`src/rtl/mux_8to1_if.sv`:
```
// Lane-select bus for mux_8to1: eight packed lanes plus index and enable in,
// registered lane, valid flag and index echo out.
interface mux_8to1_if #(
    parameter int unsigned LANE_W = 1
);
    logic [8*LANE_W-1:0] a;
    logic [2:0]          sel;
    logic                en;
    logic [LANE_W-1:0]   y;
    logic                y_valid;
    logic [2:0]          sel_q;

    modport master (
        output a, sel, en,
        input  y, y_valid, sel_q
    );

    modport slave (
        input  a, sel, en,
        output y, y_valid, sel_q
    );
endinterface

```
`src/rtl/mux_8to1.sv`:
```
// Registered 8-to-1 lane select: picks lane sel of a and presents it on y
// one cycle later, with a one-cycle valid pulse per capture.
module mux_8to1 #(
    parameter int unsigned LANE_W = 1
) (
    input  logic       clk,
    input  logic       rst_n,
    mux_8to1_if.slave  bus
);
    logic [LANE_W-1:0] lanes [8];
    logic [LANE_W-1:0] lane_c;

    // Unpack the bus into lanes; the index mux then never touches unselected bits.
    always_comb begin
        for (int k = 0; k < 8; k++) begin
            lanes[k] = bus.a[k*LANE_W +: LANE_W];
        end
    end

    assign lane_c = lanes[bus.sel];

    // Output registers; reset wins over en, y and sel_q hold while en is low.
    always_ff @(posedge clk) begin
        if (!rst_n) begin
            bus.y       <= '0;
            bus.sel_q   <= 3'd0;
            bus.y_valid <= 1'b0;
        end else if (bus.en) begin
            bus.y       <= lane_c;
            bus.sel_q   <= bus.sel;
            bus.y_valid <= 1'b1;
        end else begin
            bus.y_valid <= 1'b0;
        end
    end
endmodule

```
`src/flat_wrapper.sv`:
```
// flat-port wrapper written by rule: the top's interface ports become plain ports
module mux_8to1_flat 
#(
    parameter int unsigned LANE_W = 1
)
  (clk, rst_n, bus_a, bus_sel, bus_en, bus_y, bus_y_valid, bus_sel_q);
  mux_8to1_if #(.LANE_W(LANE_W)) bus_i ();
  input  logic clk;
  input  logic rst_n;
  input wire logic [$bits(bus_i.a)-1:0] bus_a;
  input wire logic [$bits(bus_i.sel)-1:0] bus_sel;
  input wire logic [$bits(bus_i.en)-1:0] bus_en;
  output wire logic [$bits(bus_i.y)-1:0] bus_y;
  output wire logic [$bits(bus_i.y_valid)-1:0] bus_y_valid;
  output wire logic [$bits(bus_i.sel_q)-1:0] bus_sel_q;
  assign bus_i.a = bus_a;
  assign bus_i.sel = bus_sel;
  assign bus_i.en = bus_en;
  assign bus_y = bus_i.y;
  assign bus_y_valid = bus_i.y_valid;
  assign bus_sel_q = bus_i.sel_q;
  mux_8to1 #(.LANE_W(LANE_W)) u_core (.clk(clk), .rst_n(rst_n), .bus(bus_i));
endmodule
```
`config.mk`:
```
export PLATFORM = sky130hd
export DESIGN_NAME = mux_8to1_flat
export DESIGN_NICKNAME = d
export VERILOG_FILES = /design/src/rtl/mux_8to1_if.sv /design/src/rtl/mux_8to1.sv /design/src/flat_wrapper.sv
export SDC_FILE = /design/constraint.sdc
export NUM_CORES = 1
export LEC_CHECK = 0
export BUFFER_PORTS_ARGS = -buffer_cell sky130_fd_sc_hd__buf_2
export CAP_MARGIN = 30
export CORE_AREA = 2 2 39 41
export CTS_BUF_LIST = sky130_fd_sc_hd__clkbuf_8 sky130_fd_sc_hd__clkbuf_16
export CTS_CLUSTER_DIAMETER = 150
export CTS_CLUSTER_SIZE = 14
export DETAILED_ROUTE_END_ITERATION = 16
export DIE_AREA = 0 0 41 43
export PLACE_DENSITY = 0.53
export SETUP_SLACK_MARGIN = 0.3
export SYNTH_ARGS = -nofsm -noshare
export SYNTH_HDL_FRONTEND = slang
export SYNTH_SLANG_ARGS = --single-unit
export TNS_END_PERCENT = 100
```
`constraint.sdc`:
```
create_clock -name clk -period 1.3 [get_ports clk]
set_input_delay 0.13 -clock clk [delete_from_list [all_inputs] [get_ports clk]]
set_output_delay 0.13 -clock clk [all_outputs]
set_load 0.05 [all_outputs]
```
# After elaboration in Yosys (flattened, before gate mapping)
# Cells that the tools add are included.
# totals
out_inout_bits	5
inputBits	14
register_bits	5
word_cells	9
# classes
n_lt_le_gt_ge	1
muxes	4
bitwise_logic	1
# op_table
cell	n
$ge 4x4->1 const B	1
$not 3->4	1
$bmux 1 s3	1
$mux 1	3

# Logic depth before layout (Yosys ltp)
# depth
word_depth	4
ltp_mapped	3
mapped_depth_nobuf	3

# Least setup slack after synthesis
# OpenSTA, ideal clock, no wires.
# synth_timing
path_kind	input port to flip-flop
start	input port bus_sel[0]
end	register u_core.bus.y
setup_ns	0.125
arrival_time_ns	1.158
setup_slack_ns	0.017
n_path_buf	0
cell_stages	3
path_cell_list	mux4_2 > and3_1 > o41a_1
# synth_via
elab_chain_len	4
# synth_rtl
element	line	source
from (decl)	flat_wrapper.sv:11	input wire logic [$bits(bus_i.sel)-1:0] bus_sel;
$not 3->4 (not written as such)	mux_8to1.sv:20	assign lane_c = lanes[bus.sel];
$bmux 1 s3	mux_8to1.sv:20	
$mux 1 (not written as such) (2 in a row)	mux_8to1.sv:20	
to (signal assigned)	mux_8to1.sv:29	bus.y <= lane_c;
to (decl)	mux_8to1_if.sv:20	output y, y_valid, sel_q
# Every way passes these cells. The select of a mux whose other input is x is not followed.
# A chain may end at the register's enable or synchronous reset.

# Worst setup path after layout
# Same ends and word-level chain as after synthesis.

==> results.cfg <==
[grt]
gr-usage-all-layers = 0.0836
grt-ovfl-total = 0
grt_pass1_wl_um = 938
grt_max_degree = 9
antenna_found_initial = 0
grt_pass1_vias = 237

[status]
status = finished clean

[final_layout]
diodes = 0
layout-drive-gt1-share = 0.558
num-nets-final = 58
syn_to_final_growth_pct = 69.7

[clock_network]
cts_sinks = 5
cts.htree.levels = 1
clkLatencyLatePin_ns = 0.22
clock-root-buffer = clkbuf_8
cts_tree = built
cts_buffers = 3
clk_pin_slew_ns = 0.04
clockBufferDepth = 2

[yosys]
synth_seq_cells = 5
yosys_warnings = 0
synthCells = 21
synth_fp_nets = 35
synthesis.area_um2 = 244
synth_cell_type_count = 10
synth_seq_area_share = 0.410
syn_avg_cell_area_um2 = 11.6

[placement]
place.gp.congestion = 0.607
pre_cts_ws_ns = -0.117
port_buffers = 18
dpl.hpwl_um = 505

[worst_setup_path]
cp.required_ns = 1.40
path_max_fanout = 2
worstRegToRegCells = 2
end_kind = flip-flop
r2r-end = u_core.bus.y
reg2reg_from = u_core.bus.y
rrSetupSlack_ns = 0.36
cp.arrival_ns = 1.26
critical_path_class = in2reg
startpoint_type = input port

[timing]
fin_ws_ns = 0.140
rsz0062_at_grt = yes
setup_violations = 0
worst_pin_slew_ns = 0.245
final_hold_viol_count = 0
fin_crit_sh = 0.892
timing.fmax_ghz = 0.862
drv_slew = 0
fin_tns_setup_ns = 0
period_minus_slack_ns = 1.16
relSlewSlack = 0.835
skew_ns = 0

[detailed_routing]
drcViolationCount = 0
drt_iter0_drc = 0
wl_per_cell_um = 10.8
ant_nets = 0
vias = 252
wirelength_um = 638
vias_per_cell = 4.27
firstDrtPassIters = 1

[die]
initial_core_util = 0.176
io_pins = 19
fp.dieArea_um2 = 1760
core_um2 = 1380
fp.dieW_um = 41
die_h_um = 43
row_count = 14

[job]
maxCapViolCount = 0

[min_path]
worstHoldStart = rst_n
min_path_type = in2reg
holdPathStages = 2
min_to = u_core.bus.y_valid

[power]
ir_drop_mv = 0.411
cellLeakagePower_nw = 0.207
p_per_area_nw_per_um2 = 1330
==> flip-flops by register name, summed over array words and instances (netlist names) <==
| name | count |
|---|---|
| u_core.bus.sel_q | 3 |
| u_core.bus.y | 1 |
| u_core.bus.y_valid | 1 |
==> cell usage after synthesis <==
master	instances	area [um^2]
nor4bb_1	1	10.0
o41a_1	1	11.3
mux4_2	1	22.5
mux2i_1	5	50.1
dfxtp_1	5	100
nor4b_1	1	8.76
and2_1	1	6.26
clkbuf_1	1	3.75
nor2b_1	4	25.0
and3_1	1	6.26
==> worst max path at each step <==
stage	from	end	slack, ns	cells after the start
6_report	bus_sel[0]	u_core.bus.y	0.14	4
5_1_grt	bus_sel[0]	u_core.bus.y	0.1	4
4_1_cts	bus_sel[0]	u_core.bus.y	0.14	4
3_5_place_dp	bus_sel[0]	u_core.bus.y	-0.12	4
3_3_place_gp	bus_sel[0]	u_core.bus.y	-0.1	4
2_1_floorplan	bus_sel[0]	u_core.bus.y	0.05	3
==> per-layer routing <==
metal	up-vias	share of wire	routed length (um)	GRT usage
met2	19	0.35	224	0.103
met4	0	0	0	0.0600
met5	-	0	0	0
met1	108	0.45	289	0.110
met3	0	0.19	124	0.0366
li1	125	-	-	-
==> final cells by class <==
class,count,area (um^2)
clock buffer,3,41.3
clock inverter,1,3.75
fill,149,970
multi-input combinational,15,145
sequential,5,100
tap,16,20.0
timing repair buffer,19,104
==> cells by family (layout without fill, tap and decap cells) <==
group	Yosys count	count (layout)	share of synthesized area
buffers and inverters	1	23	0.0154
multiplexers	6	6	0.297
AND/OR/NAND/NOR	8	8	0.231
flip-flops	5	5	0.410
AO/OA/AOI/OAI	1	1	0.0462
==> repair_timing <==
| action | CTS | global route |
|---|---|---|
| hold buffers | 0 | 0 |
| setup buffers | 0 | 0 |
| pin swaps | 1 | 0 |
| gates resized for setup | 2 | 0 |
| endpoints found under the setup margin | 1 | 1 |
==> layout by cell type, fill, tap and decap left out <==
| cell type | n |
|---|---|
| nor4bb_1 | 1 |
| and2_1 | 1 |
| nor4b_1 | 1 |
| o41a_1 | 1 |
| dfxtp_1 | 5 |
| mux4_2 | 1 |
| and3_4 | 1 |
| nor2b_1 | 4 |
| inv_1 | 1 |
| buf_4 | 1 |
| buf_2 | 17 |
| clkbuf_8 | 3 |
| mux2i_1 | 5 |
| buf_6 | 1 |
==> power breakdown <==
part	switching, mW	internal [mW]
Sequential	0.00377	0.164
Clock	0.0748	0.202
Combinational	0.0600	0.0458
==> per-stage QoR <==
stage | hold WS (ns) | cell area [um^2] | cells | power (mW) | utilization
floorplan | 0.257 | 244 | 21 | 0.233 | -
global placement | 0.406 | 358 | 55 | 0.273 | 0.259
detailed placement | 0.404 | 358 | 55 | 0.273 | 0.259
CTS | 0.179 | 414 | 59 | 0.566 | 0.299
global route | 0.200 | 414 | 59 | 0.580 | 0.299
finish | 0.176 | 414 | 59 | 0.551 | 0.299
==> critical path: stages <==
cell,delay [ns]
buf_6,0.07
mux4_2,0.48
and3_4,0.19
o41a_1,0.38
(Power assumes the default switching activity.)
